==> src/rtl/ic9_env_encoder_pkg.sv <==
// Shared widths, FSM state type and IC11 ROM byte scramble positions for the IC9 envelope format.
package rdpiano_env_pkg;

   localparam int unsigned ENV_LIN_W  = 19;
   localparam int unsigned ENV_MANT_W = 13;
   localparam int unsigned ENV_EXP_W  = 4;
   localparam logic [ENV_EXP_W-1:0] ENV_EXP_MAX = 4'd11;

   typedef enum logic [1:0] {
      ENC_IDLE  = 2'd0,
      ENC_NORM  = 2'd1,
      ENC_PACK0 = 2'd2,
      ENC_PACK1 = 2'd3
   } env_enc_state_t;

   // Destination bit of mantissa bit i: m[7:0] land in byte0, m[12:8] in byte1.
   localparam logic [2:0] SCR_POS [ENV_MANT_W] = '{
      3'd1, 3'd2, 3'd6, 3'd4, 3'd3, 3'd5, 3'd0, 3'd7,
      3'd1, 3'd2, 3'd6, 3'd4, 3'd3
   };

endpackage

==> src/rtl/ic9_env_encoder_if.sv <==
// Value-in / byte-out stream bundle of the IC9 envelope encoder.
interface ic9_env_encoder_if;
   import rdpiano_env_pkg::*;

   logic                  in_valid;
   logic                  in_ready;
   logic [ENV_LIN_W-1:0]  in_value;
   logic                  out_valid;
   logic                  out_ready;
   logic [7:0]            out_byte;
   logic                  out_last;
   logic [ENV_EXP_W-1:0]  out_exp;
   logic                  out_uflow;

   modport master (
      output in_valid, in_value, out_ready,
      input  in_ready, out_valid, out_byte, out_last, out_exp, out_uflow
   );

   modport slave (
      input  in_valid, in_value, out_ready,
      output in_ready, out_valid, out_byte, out_last, out_exp, out_uflow
   );
endinterface

==> src/rtl/ic11_byte_scrambler.sv <==
// Combinational mapping of a 13-bit envelope mantissa onto the two scrambled IC11 ROM bytes.
module ic11_byte_scrambler
   import rdpiano_env_pkg::*;
(
   input  logic [ENV_MANT_W-1:0] mant,
   output logic [7:0]            byte0,
   output logic [7:0]            byte1
);

   always_comb begin
      byte0 = '0;
      byte1 = '0;
      for (int i = 0; i < 8; i++) begin
         byte0[SCR_POS[i]] = mant[i];
      end
      for (int i = 8; i < int'(ENV_MANT_W); i++) begin
         byte1[SCR_POS[i]] = mant[i];
      end
   end

endmodule

==> src/rtl/ic9_env_encoder.sv <==
// IC9 envelope encoder: normalises a linear value into (e, mantissa) and streams two ROM bytes.
// Build option: ENV_ENC_ROUND_EN selects round-half-up instead of truncation of the mantissa.
//
// state | meaning
// IDLE  | waiting for a value, in_ready high
// NORM  | shifting left one bit per cycle until bit 18 is set or e hits 0
// PACK0 | presenting byte0 (even address)
// PACK1 | presenting byte1 (odd address), out_last high
module ic9_env_encoder
   import rdpiano_env_pkg::*;
(
   input logic              clk,
   input logic              rst,
   ic9_env_encoder_if.slave bus
);

   env_enc_state_t         state_q, state_d;
   logic [ENV_LIN_W-1:0]   sh_q, sh_d;
   logic [ENV_EXP_W-1:0]   e_q, e_d;
   logic [ENV_MANT_W-1:0]  m_q, m_d;
   logic                   uflow_q, uflow_d;
   logic [ENV_MANT_W-1:0]  m_trunc;
   logic [7:0]             byte0, byte1;

   assign m_trunc = sh_q[ENV_LIN_W-2 -: ENV_MANT_W];

   ic11_byte_scrambler u_scrambler (
      .mant  (m_q),
      .byte0 (byte0),
      .byte1 (byte1)
   );

   always_ff @(posedge clk) begin
      if (rst) begin
         state_q <= ENC_IDLE;
         sh_q    <= '0;
         e_q     <= '0;
         m_q     <= '0;
         uflow_q <= 1'b0;
      end else begin
         state_q <= state_d;
         sh_q    <= sh_d;
         e_q     <= e_d;
         m_q     <= m_d;
         uflow_q <= uflow_d;
      end
   end

   always_comb begin
      state_d = state_q;
      sh_d    = sh_q;
      e_d     = e_q;
      m_d     = m_q;
      uflow_d = uflow_q;
      unique case (state_q)
         ENC_IDLE: begin
            if (bus.in_valid) begin
               sh_d    = bus.in_value;
               e_d     = ENV_EXP_MAX;
               m_d     = '0;
               uflow_d = 1'b0;
               state_d = ENC_NORM;
            end
         end
         ENC_NORM: begin
            if (sh_q[ENV_LIN_W-1]) begin
               m_d     = m_trunc;
`ifdef ENV_ENC_ROUND_EN
               // A carry out of the mantissa bumps the exponent; at the top code it saturates.
               if (sh_q[4]) begin
                  if (&m_trunc) begin
                     if (e_q == ENV_EXP_MAX) begin
                        m_d = '1;
                     end else begin
                        m_d = '0;
                        e_d = e_q + ENV_EXP_W'(1);
                     end
                  end else begin
                     m_d = m_trunc + ENV_MANT_W'(1);
                  end
               end
`endif
               state_d = ENC_PACK0;
            end else if (e_q == '0) begin
               m_d     = '0;
               uflow_d = 1'b1;
               state_d = ENC_PACK0;
            end else begin
               sh_d = {sh_q[ENV_LIN_W-2:0], 1'b0};
               e_d  = e_q - ENV_EXP_W'(1);
            end
         end
         ENC_PACK0: begin
            if (bus.out_ready) state_d = ENC_PACK1;
         end
         ENC_PACK1: begin
            if (bus.out_ready) state_d = ENC_IDLE;
         end
         default: state_d = ENC_IDLE;
      endcase
   end

   always_comb begin
      bus.in_ready  = (state_q == ENC_IDLE);
      bus.out_valid = (state_q == ENC_PACK0) || (state_q == ENC_PACK1);
      bus.out_last  = (state_q == ENC_PACK1);
      bus.out_byte  = '0;
      bus.out_exp   = '0;
      bus.out_uflow = 1'b0;
      if (state_q == ENC_PACK0) bus.out_byte = byte0;
      if (state_q == ENC_PACK1) bus.out_byte = byte1;
      if (bus.out_valid) begin
         bus.out_exp   = e_q;
         bus.out_uflow = uflow_q;
      end
   end

endmodule

==> src/flat_wrapper.sv <==
// flat-port wrapper written by rule: the top's interface ports become plain ports
module ic9_env_encoder_flat import rdpiano_env_pkg::*;
  (clk, rst, bus_in_valid, bus_in_value, bus_out_ready, bus_in_ready, bus_out_valid, bus_out_byte, bus_out_last, bus_out_exp, bus_out_uflow);
  ic9_env_encoder_if bus_i ();
  input logic clk;
  input logic rst;
  input wire logic [$bits(bus_i.in_valid)-1:0] bus_in_valid;
  input wire logic [$bits(bus_i.in_value)-1:0] bus_in_value;
  input wire logic [$bits(bus_i.out_ready)-1:0] bus_out_ready;
  output wire logic [$bits(bus_i.in_ready)-1:0] bus_in_ready;
  output wire logic [$bits(bus_i.out_valid)-1:0] bus_out_valid;
  output wire logic [$bits(bus_i.out_byte)-1:0] bus_out_byte;
  output wire logic [$bits(bus_i.out_last)-1:0] bus_out_last;
  output wire logic [$bits(bus_i.out_exp)-1:0] bus_out_exp;
  output wire logic [$bits(bus_i.out_uflow)-1:0] bus_out_uflow;
  assign bus_i.in_valid = bus_in_valid;
  assign bus_i.in_value = bus_in_value;
  assign bus_i.out_ready = bus_out_ready;
  assign bus_in_ready = bus_i.in_ready;
  assign bus_out_valid = bus_i.out_valid;
  assign bus_out_byte = bus_i.out_byte;
  assign bus_out_last = bus_i.out_last;
  assign bus_out_exp = bus_i.out_exp;
  assign bus_out_uflow = bus_i.out_uflow;
  ic9_env_encoder u_core (.clk(clk), .rst(rst), .bus(bus_i));
endmodule
==> config.mk <==
export PLATFORM = sky130hd
export DESIGN_NAME = ic9_env_encoder_flat
export DESIGN_NICKNAME = d
export VERILOG_FILES = /design/src/rtl/ic9_env_encoder_pkg.sv /design/src/rtl/ic9_env_encoder_if.sv /design/src/rtl/ic11_byte_scrambler.sv /design/src/rtl/ic9_env_encoder.sv /design/src/flat_wrapper.sv
export SDC_FILE = /design/constraint.sdc
export NUM_CORES = 1
export LEC_CHECK = 0
export CAP_MARGIN = 0
export CORE_UTILIZATION = 47
export CTS_CLUSTER_SIZE = 25
export DETAILED_ROUTE_END_ITERATION = 7
export GPL_ROUTABILITY_DRIVEN = 0
export PLACE_DENSITY_LB_ADDON = 0.08
export SLEW_MARGIN = 20
export SYNTH_ARGS = -nofsm -noshare
export SYNTH_HDL_FRONTEND = slang
export SYNTH_SLANG_ARGS = --single-unit
==> constraint.sdc <==
create_clock -name clk -period 2.85 [get_ports clk]
set_input_delay 0.855 -clock clk [delete_from_list [all_inputs] [get_ports clk]]
set_output_delay 0.855 -clock clk [all_outputs]
set_load 0.02 [all_outputs]
# Yosys cells after proc, flatten, opt, wreduce, memory -nomap -nowiden
# Index checks and enable logic that the tools add are counted.
totals:
  reg_bits: 39
  in_bits: 23
  elab_cells: 52
classes:
  n_addsub: 1
  n_eq_ne: 10
  reduce_logical: 9
  muxes: 26
ops:
  columns: ["operator", "n"]
  rows:
  - ["2-to-1 mux 19 bit", 3]
  - ["2-to-1 mux 13 bit", 3]
  - ["one-hot mux 19 bit (2 select lines)", 1]
  - ["one-hot mux 13 bit (2 select lines)", 1]
  - ["2-to-1 mux 4 bit", 4]
  - ["2-to-1 mux 8 bit", 2]
  - ["AND reduction 4 bit", 3]
  - ["2-to-1 mux 2 bit", 5]
  - ["inequality test 2 bit (second input constant)", 5]
  - ["one-hot mux 2 bit (4 select lines)", 1]
  - ["one-hot mux 4 bit (2 select lines)", 1]
  - ["equality test 2 bit (second input constant)", 2]
  - ["zero test 4 bit", 1]
  - ["2-to-1 mux 1 bit", 4]
  - ["subtractor 4 x 1 -> 4 bit (second input constant)", 1]
  - ["inequality test 3 x 1 -> 1 bit (second input constant)", 1]
  - ["AND reduction 3 bit", 1]
  - ["equality test 2 x 1 -> 1 bit (second input constant)", 1]
  - ["zero test 2 bit", 1]
  - ["inequality test 2 x 1 -> 1 bit (second input constant)", 1]
  - ["one-hot mux 1 bit (2 select lines)", 1]
  - ["AND reduction 2 bit", 1]
  - ["nonzero test 2 bit", 1]
  - ["logical OR 1 bit", 1]

# Logic depth before layout (Yosys ltp)
# Gate-level depths: netlist of run 1.
depth:
  word_depth: 4
  mapped_depth: 9
  ltp_nobuf: 6

# Modules after synthesis
# Synthesis of run 1 repeated with hierarchy kept, for this count alone.
hier_totals:
  hier_cells: 212
  area_unflattened_um2: 2018.2
by_module_without_submodules:
  columns: ["module", "cells_per_inst", "instances", "area_each_um2", "seq_area_each_um2"]
  rows:
  - ["ic9_env_encoder", 195, 1, 1894.3, 780.7]
  - ["ic11_byte_scrambler", 17, 1, 123.9, 0.0]

# Worst setup path before layout of run 1
# No wires, ideal clock.
synth_timing:
  path_type: "register to output"
  start: "register u_core.state_q[0]"
  end: "output port bus_out_byte[1]"
  path_slack_ps: 666
  n_path_buf: 1
  path_stages_with_launch: 4
  arrival_time_ps: 1329
  path_cell_list: "dfxtp_1 -> ha_1 -> clkbuf_1 -> o21ai_0"
synth_via:
  elab_cells_between_ends: 4
  cone_classes: "eq/ne: 2; mux: 2"
synth_rtl:
  columns: ["element", "line_no", "source"]
  rows:
  - ["from (decl)", "ic9_env_encoder.sv:17", "env_enc_state_t state_q, state_d;"]
  - ["from (signal assigned)", "ic9_env_encoder.sv:41", "state_q <= state_d;"]
  - ["equality test 2 bit", null, null]
  - ["net bus_out_last", "flat_wrapper.sv:13", "output wire logic [$bits(bus_i.out_last)-1:0] bus_out_last;"]
  - ["2-to-1 mux 8 bit", "ic9_env_encoder.sv:111", "if (state_q == ENC_PACK1) bus.out_byte = byte1;"]
  - ["to (decl)", "flat_wrapper.sv:12", "output wire logic [$bits(bus_i.out_byte)-1:0] bus_out_byte;"]
# The timed path passes the listed nets, and every way through them passes these cells.

# Worst setup path after layout of run 1
layout_timing:
  start: "register u_core.state_q[0]"
  end: "output port bus_out_byte[6]"
layout_via:
  elab_chain_len: 3
  elab_cells_between_ends: 4
  cone_classes: "eq/ne: 2; mux: 2"
layout_rtl:
  columns: ["element", "line_no", "source"]
  rows:
  - ["equality test 2 bit", "ic9_env_encoder.sv:110", "if (state_q == ENC_PACK0) bus.out_byte = byte0;"]
  - ["2-to-1 mux 8 bit", "ic9_env_encoder.sv:110", null]
  - ["2-to-1 mux 8 bit (*)", "ic9_env_encoder.sv:111", null]
# Mark *: on every way between the ends. The rest lies on a longest branch, timed or not.

==> results_dict.tcl, run 1 <==
set metrics [dict create \
    outcome "completed" \
    grt_max_degree 27 \
    p_clk_share_pct 21.8 \
    synth_top_area_share_pct 42.0 \
    cts_buffers 5 \
    drc_errors 0 \
    worst-setup-path-type "flip-flop to output pin" \
    synth_nets 238 \
    row_count 22 \
    whs_ns 0.474 \
    start_util_pct 50.0 \
    grt_overflow_total 0 \
    synth_edf_count 0 \
    syn_inst 209 \
    path_clk_slew_ns 0.08 \
    syn_area_sq_um 1860 \
    p_sw_uw 811 \
    required_ns 2.00 \
    synth.top_cells.by_count "dfxtp_1 (39), o21ai_0 (23), nand2_1 (16), and2_1 (15), nand2b_1 (15)" \
    synth_compound_area_share_pct 19.4 \
    synth_top_family_by_area "simple AND/OR/NAND/NOR gates" \
    drt-vias-per-instance 5.41 \
    arrival_ns 1.90 \
    synth_fa_ha_area_share_pct 4.04 \
    worst-path-buf-inv 2 \
    nets 276 \
    synth-simple-area-share_pct 27.1 \
    cp-start-kind "flip-flop" \
    power_density_nw_per_um2 893 \
    antennaDiodeCount 0 \
    die_h_um 64.9 \
    synth_warnings 0 \
    synthTopCellsByArea "dfxtp_1 (42%), a221o_1 (6.5%), o21ai_0 (6.2%), and2_1 (5.0%), nand2b_1 (5.0%)" \
    final_layout_size_suffix_gt1_share_pct 8.87 \
    intPower_uw 1350 \
    synthXorXnorAreaFrac_pct 0 \
    area_growth_syn_to_layout_pct 30.3 \
    avgSynthCellArea_sq_um 8.90 \
    instances_no_fill 296 \
    cp_cell_sequence "inv_1 -> ha_4 -> nand2_1 -> o21ai_0 -> clkdlybuf4s50_1" \
    yosysSeqAreaShare_pct 42.0 \
    cpPeakStageDelay_ns 0.64 \
    skew_ns 0.00360 \
    numClockSinks 39 \
    tightest_slew_ns 0.813 \
    seq_power_share_pct 36.3 \
    nFillCells 335 \
    max_freq_ghz 0.363 \
    clock_path_buffers 2 \
    synthFlopType "dfxtp_1" \
    multiInputGateArea_sq_um 1010 \
    vias 1601 \
    postLayoutCellArea_sq_um 2420 \
    drtPass1Iterations 4 \
    coreArea_sq_um 3720 \
    slew_viol_final 0 \
    hold_viol_final 0 \
    slew_headroom_pct 45.6 \
    power.leakage_uw 0.000935 \
    post_cts_buffers 0 \
    port_buffers 38 \
    ant_nets 0 \
    critPathTopFamily "buffers and inverters" \
    min_path_type "flip-flop to flip-flop" \
    setup_viol 0 \
    dp_hpwl_mm 2.85 \
    wl_per_cell_um 13.5 \
    cap_violations 0 \
    drt-initial-drc-count 63 \
    grt_pass1_wl_mm 6.85 \
    die_w_um 64.9 \
    dp.cells 288 \
    async_flop_share_pct 0 \
    rrSetupSlack_ns 0.70 \
    dieArea_sq_um 4210 \
    crit_fanout 8 \
    tns_ns 0 \
    grt_pass1_vias 1499 \
    synth.area.mux_share_pct 2.22 \
    grt_usage_pct 21.1 \
    ios 39 \
    crit_slowest_cell "clkdlybuf4s50_1" \
    combinationalPowerShare_pct 41.9 \
    regArea_sq_um 781 \
    swShare_pct 37.5 \
    antenna_found_initial 0 \
    insertion_delay_ns 0.29 \
    fin_crit_ns 2.75 \
    ir_drop_mv 0.523 \
    cts_tree "done" \
    wl_mm 3.99 \
    place_area_sq_um 2270 \
    worstSetupEndpointType "output pin" \
    synth_cell_type_count 36 \
    ys_ff_latch 39 \
    yosysTopAreaCell "dfxtp_1" \
    yosysMostFrequentCell "dfxtp_1" \
    period_share_pct 96.6 \
    root_buffer "clkbuf_8" \
    power.total_uw 2160 \
    cts_max_level 2 \
]
state kept, by name, indices dropped and copies added, names as in the netlist:
register and cells:
u_core.uflow_q 1, u_core.sh_q 19, u_core.e_q 4, u_core.state_q 2
u_core.m_q 13
layer usage:
| layer | wire [um] | share of wire, % | up-vias | GRT usage, % |
|---|---|---|---|---|
| met3 | 221 | 5.5 | 4 | 5.46 |
| met1 | 1970 | 49 | 731 | 28.0 |
| met5 | 0 | 0 | - | 0 |
| li1 | - | - | 824 | - |
| met4 | 34 | 0.85 | 0 | 6.67 |
| met2 | 1760 | 44 | 42 | 33.2 |
logic make-up after synthesis:
family                   after synthesis
flip-flops                            39
adder cells (fa/ha/maj)                6
AND/OR/NAND/NOR                       89
buffers and inverters                 19
multiplexers                           4
AO/OA/AOI/OAI                         52
worst min-delay path: cells and delay by family, from the launching register on:
kind               cells  cell delay [ns]
AOI/OAI and AO/OA      1             0.06
DFF                    1             0.31
and+or+nand+nor        1             0.06
through the flow:
| step | util [%] | worst slack [ns] |
|---|---|---|
| after floorplan | - | 0.666 |
| after global placement | 61.1 | 0.300 |
| after detailed placement | 61.1 | 0.237 |
| after CTS | 64.4 | 0.0473 |
| after global routing | 65.2 | -0.0121 |
| final | 65.2 | 0.0973 |
power groups by stage:
stage          Combinational, uW  Sequential [uW]  Clock (uW)
4_1_cts                      894              776         478
5_1_grt                     1010              802         503
3_5_place_dp                 884              787           0
2_1_floorplan                687              751           0
6_report                     905              786         471
3_3_place_gp                 855              775           0
final timing paths:
| check | to | cells past startpoint | start |
|---|---|---|---|
| worst max register to register | u_core.sh_q[8] | 6 | u_core.e_q[0] |
| worst max-delay path | bus_out_byte[6] | 5 | u_core.state_q[0] |
| worst min-delay path | u_core.m_q[7] | 2 | u_core.m_q[7] |
| worst min register to register | u_core.m_q[7] | 2 | u_core.m_q[7] |
cells in the final DEF, fill, tap and decap left out, types with 4 or more instances in the layout:
cell and instances:
nor3_1 6, nand2_1 16, inv_1 6, and2_1 15
nand2b_1 15, dfxtp_1 39, a22oi_1 6, nor2_1 9
ha_1 4, clkbuf_8 6, buf_4 6, o21ai_0 23
nand3_1 14, clkdlybuf4s50_1 35, a221o_1 12
layout make-up:
type | instances | area share, %
flip-flops and latches | 39 | 32.2
multi-input cells | 151 | 41.6
inverters | 6 | 0.930
repair buffers | 44 | 17.9
clock inverters | 2 | 1.45
clock buffers | 6 | 3.41
well taps | 48 | 2.48
what timing repair did:
action	4_1_cts	5_1_grt
hold buffers	0	0
endpoints found under the setup margin	7	9
gates resized for setup	3	5
(Power assumes the default switching activity.)
==> run 2: changes to the inputs <==
- CORE_UTILIZATION: 47 -> 50
==> results_dict.tcl, run 2 (synthesized netlist as in run 1, its figures left out) <==
set metrics [dict create \
    outcome "completed" \
    cp_cell_sequence "inv_1 -> ha_2 -> nor2_2 -> nor2b_1 -> clkdlybuf4s50_1" \
    nets 275 \
    largest_register_ffs 19 \
    cap_violations 0 \
    ios 39 \
    use_met1_pct 26.2 \
    grt_usage_pct 21.3 \
    tightest_slew_ns 0.729 \
    insertion_delay_ns 0.29 \
    start_util_pct 54.0 \
    power_density_nw_per_um2 873 \
    hold_viol_final 0 \
    rrSetupSlack_ns 0.78 \
    period_share_pct 96.2 \
    reg2regPathDepth 6 \
    coreArea_sq_um 3440 \
    holdBufCountCts 0 \
    grt_max_degree 27 \
    min_path_type "flip-flop to flip-flop" \
    fin_crit_ns 2.74 \
    antennaDiodeCount 0 \
    rsz0062_at_grt "yes" \
    cp-start-kind "flip-flop" \
    antenna_found_initial 0 \
    grt_pass1_wl_mm 6.64 \
    port_buffers 38 \
    instances_no_fill 293 \
    crit_slowest_cell "clkdlybuf4s50_1" \
    cpPeakStageDelay_ns 0.54 \
    grt_use_met3_pct 5.66 \
    path_clk_slew_ns 0.07 \
    cts_buffers 5 \
    final_layout_size_suffix_gt1_share_pct 8.50 \
    slew_viol_final 0 \
    root_buffer "clkbuf_8" \
    tns_ns 0 \
    worst-path-buf-inv 2 \
    power.leakage_uw 0.000917 \
    dp.cells 285 \
    drc_errors 0 \
    ant_nets 0 \
    worstSetupEndpointType "output pin" \
    row_count 21 \
    cts_max_level 2 \
    die_w_um 63.0 \
    top_register "u_core.sh_q" \
    layout_commonest_cell "dfxtp_1" \
    cp-startpoint "u_core.state_q[0]" \
    reg_top3 "u_core.sh_q x19, u_core.m_q x13, u_core.e_q x4" \
    grt_pass1_vias 1526 \
    drt-initial-drc-count 129 \
    die_h_um 63.0 \
    busiest_layer "met2" \
    dp_hpwl_mm 2.88 \
    r2r_start "u_core.e_q[0]" \
    area_growth_syn_to_layout_pct 27.9 \
    crit_fanout 8 \
    ir_drop_mv 0.431 \
    critPathTopFamily "buffers and inverters" \
    drt-vias-per-instance 5.49 \
    crit_end "bus_out_exp[2]" \
    arrival_ns 1.89 \
    dieArea_sq_um 3970 \
    max_freq_ghz 0.365 \
    cp.depth 5 \
    required_ns 2.00 \
    cts_tree "done" \
    nFillCells 304 \
    final_cell_mix "dfxtp_1 (39), clkdlybuf4s50_1 (35), o21ai_0 (23)" \
    drtPass1Iterations 4 \
    wl_mm 3.97 \
    numClockSinks 39 \
    vias 1609 \
    wl_per_cell_um 13.5 \
    slew_headroom_pct 51.2 \
    skew_ns 0.00308 \
    reg2reg_to "u_core.sh_q[11]" \
    worst-setup-path-type "flip-flop to output pin" \
    grt_use_met2_pct 35.3 \
    clock_path_buffers 2 \
    setup_viol 0 \
    grt_overflow_total 0 \
]
-- run 2: cell count changes in the layout (fill, tap and decap cells not counted) --
cell / previous run / this run
clkbuf_8: 6 / 7
bufinv_16: 1 / 0
ha_4: 2 / 0
clkinvlp_4: 0 / 1
ha_2: 0 / 2
buf_4: 6 / 5
clkinv_2: 1 / 0
-- run 2: worst min-delay path by stage --
stage                  start            end  slack, ns  depth (start not counted)
2_1_floorplan  u_core.e_q[0]  u_core.e_q[0]       0.44                          1
3_3_place_gp   u_core.e_q[0]  u_core.e_q[0]       0.45                          1
3_5_place_dp   u_core.m_q[7]  u_core.m_q[7]       0.46                          2
4_1_cts        u_core.m_q[7]  u_core.m_q[7]       0.47                          2
5_1_grt        u_core.m_q[3]  u_core.m_q[3]       0.49                          2
6_report       u_core.m_q[5]  u_core.m_q[5]       0.47                          2
-- run 2: area by class of cell --
cell class	count	area, sq um	area share, %
multi-input combinational	151	988	41.6
sequential	39	781	32.8
timing repair buffer	43	425	17.9
clock buffer	7	96.3	4.05
tap	46	57.6	2.42
inverter	6	22.5	0.947
clock inverter	1	7.51	0.316
-- run 2: tightest hold or removal path: cells and delay by family (launching register included) --
family	cells	cell delay [ns]
compound gates	1	0.06
simple gates	1	0.06
flops	1	0.31
-- run 2: timing repair --
action,CTS,global route
pin swaps,0,0
gates cloned,0,0
setup endpoints to repair,7,10
resized for setup,2,4
setup buffers,0,0
-- run 2: per-layer routing --
layer | up-vias | wire [um] | share of wire, %
li1 | 817 | - | -
met1 | 740 | 1900 | 48
met2 | 48 | 1820 | 46
met3 | 4 | 209 | 5.3
met4 | 0 | 36 | 0.91
met5 | - | 0 | 0
-- run 2: power breakdown --
part	internal, uW	switching, uW	leakage, uW	total (uW)
registers	671	104	0.000318	775
clock network	220	190	0.0000505	410
logic	383	507	0.000548	891
total	1270	802	0.000917	2080
-- run 2: stage by stage --
stage | setup WS, ns | utilization [%] | hold slack, ns | area, sq um | power, uW
after CTS | 0.0170 | 68.8 | 0.475 | 2370 | 2070
after floorplan | 0.666 | - | 0.442 | 1860 | 1440
after detailed placement | 0.253 | 65.6 | 0.460 | 2260 | 1660
after global routing | -0.00813 | 69.1 | 0.491 | 2380 | 2220
final | 0.107 | 69.1 | 0.470 | 2380 | 2080
after global placement | 0.350 | 65.6 | 0.455 | 2260 | 1610
==> run 3: changes to the inputs <==
- SKIP_CTS_REPAIR_TIMING: not set -> 1
==> results_dict.tcl, run 3 (synthesized netlist as in run 1, its figures left out) <==
set metrics [dict create \
    outcome "completed" \
    rsz0062_at_grt "yes" \
    crit_fanout 13 \
    slew_viol_final 0 \
    dp_hpwl_mm 2.88 \
    cts_tree "done" \
    port_buffers 38 \
    cp-start-kind "flip-flop" \
    fin_crit_ns 2.76 \
    reg_top3 "u_core.sh_q x19, u_core.m_q x13, u_core.e_q x4" \
    coreArea_sq_um 3440 \
    grt_overflow_total 0 \
    antennaDiodeCount 0 \
    worstSetupEndpointType "output pin" \
    root_buffer "clkbuf_8" \
    cpPeakStageDelay_ns 0.61 \
    nFillCells 303 \
    slew_headroom_pct 51.2 \
    wl_mm 3.96 \
    required_ns 2.00 \
    power.leakage_uw 0.000918 \
    die_h_um 63.0 \
    vias 1607 \
    drtPass1Iterations 4 \
    min_path_type "flip-flop to flip-flop" \
    max_freq_ghz 0.362 \
    period_share_pct 96.8 \
    ios 39 \
    arrival_ns 1.90 \
    die_w_um 63.0 \
    insertion_delay_ns 0.29 \
    grt_pass1_wl_mm 6.64 \
    cp_cell_sequence "ha_2 -> nor2_2 -> nor2b_1 -> clkdlybuf4s50_1" \
    area_growth_syn_to_layout_pct 28.5 \
    crit_slowest_cell "clkdlybuf4s50_1" \
    final_cell_mix "dfxtp_1 (39), clkdlybuf4s50_1 (35), o21ai_0 (23)" \
    tightest_slew_ns 0.729 \
    cap_violations 0 \
    largest_register_ffs 19 \
    skew_ns 0.00308 \
    wl_per_cell_um 13.5 \
    grt_usage_pct 21.3 \
    tns_ns 0 \
    ir_drop_mv 0.432 \
    top_register "u_core.sh_q" \
    start_util_pct 54.0 \
    cts_buffers 5 \
    antenna_found_initial 0 \
    power_density_nw_per_um2 873 \
    nets 275 \
    power.total_uw 2090 \
    clock_path_buffers 2 \
    final_layout_size_suffix_gt1_share_pct 8.50 \
    ant_nets 0 \
    path_clk_slew_ns 0.07 \
    row_count 21 \
    numClockSinks 39 \
    drt-vias-per-instance 5.48 \
    drt-initial-drc-count 144 \
    hold_viol_final 0 \
    dieArea_sq_um 3970 \
    dp.cells 285 \
    grt_pass1_vias 1526 \
    setup_viol 0 \
    worst-setup-path-type "flip-flop to output pin" \
    instances_no_fill 293 \
    layout_commonest_cell "dfxtp_1" \
    cts_max_level 2 \
    drc_errors 0 \
    grt_max_degree 27 \
]
[run 3: cell counts in the layout (fill, tap and decap cells not counted)]
Identical to the previous run, type by type.
[run 3: final timing paths]
| kind | startpoint | slack (ns) | cells past startpoint | to |
|---|---|---|---|---|
| worst min-delay path | u_core.m_q[5] | 0.47 | 2 | u_core.m_q[5] |
| worst max register to register | u_core.e_q[0] | 0.78 | 6 | u_core.sh_q[11] |
| worst min register to register | u_core.m_q[5] | 0.47 | 2 | u_core.m_q[5] |
| worst max-delay path | u_core.state_q[1] | 0.09 | 4 | bus_out_exp[2] |
[run 3: final cells by class]
type | instances | area (sq um) | share of cell area (%)
clock buffers | 7 | 96.3 | 4.03
inverters | 6 | 22.5 | 0.943
clock inverters | 1 | 7.51 | 0.314
multi-input cells | 151 | 998 | 41.8
well taps | 46 | 57.6 | 2.41
flip-flops and latches | 39 | 781 | 32.7
repair buffers | 43 | 425 | 17.8
[run 3: metal layers]
layer  track usage [%]  wire [um]  vias up
met5                 0          0        -
met4              7.56         36        0
met3              5.66        213        4
met2              35.3       1820       51
met1              26.2       1900      734
li1                  -          -      818
[run 3: through the flow]
| step | utilization, % | setup slack, ns | hold WS, ns | instance area, sq um |
|---|---|---|---|---|
| after global placement | 65.6 | 0.350 | 0.455 | 2260 |
| final | 69.4 | 0.0903 | 0.470 | 2390 |
| after floorplan | - | 0.666 | 0.442 | 1860 |
| after CTS | 68.7 | -0.0670 | 0.475 | 2360 |
| after global routing | 69.4 | -0.0137 | 0.491 | 2390 |
| after detailed placement | 65.6 | 0.253 | 0.460 | 2260 |
[run 3: report_power, final]
| part | total (uW) | internal [uW] | switching (uW) | leakage (uW) |
|---|---|---|---|---|
| sequential | 776 | 671 | 106 | 0.000318 |
| clock | 410 | 220 | 190 | 0.0000505 |
| combinational | 900 | 389 | 511 | 0.000550 |
| total | 2090 | 1280 | 807 | 0.000918 |
[run 3: worst max-delay path, delay by kind of cell, from the launching register on]
family | cells | cell delay [ns]
flip-flops | 1 | 0.42
adder cells (fa/ha/maj) | 1 | 0.35
AND/OR/NAND/NOR | 2 | 0.24
buffers and inverters | 1 | 0.61
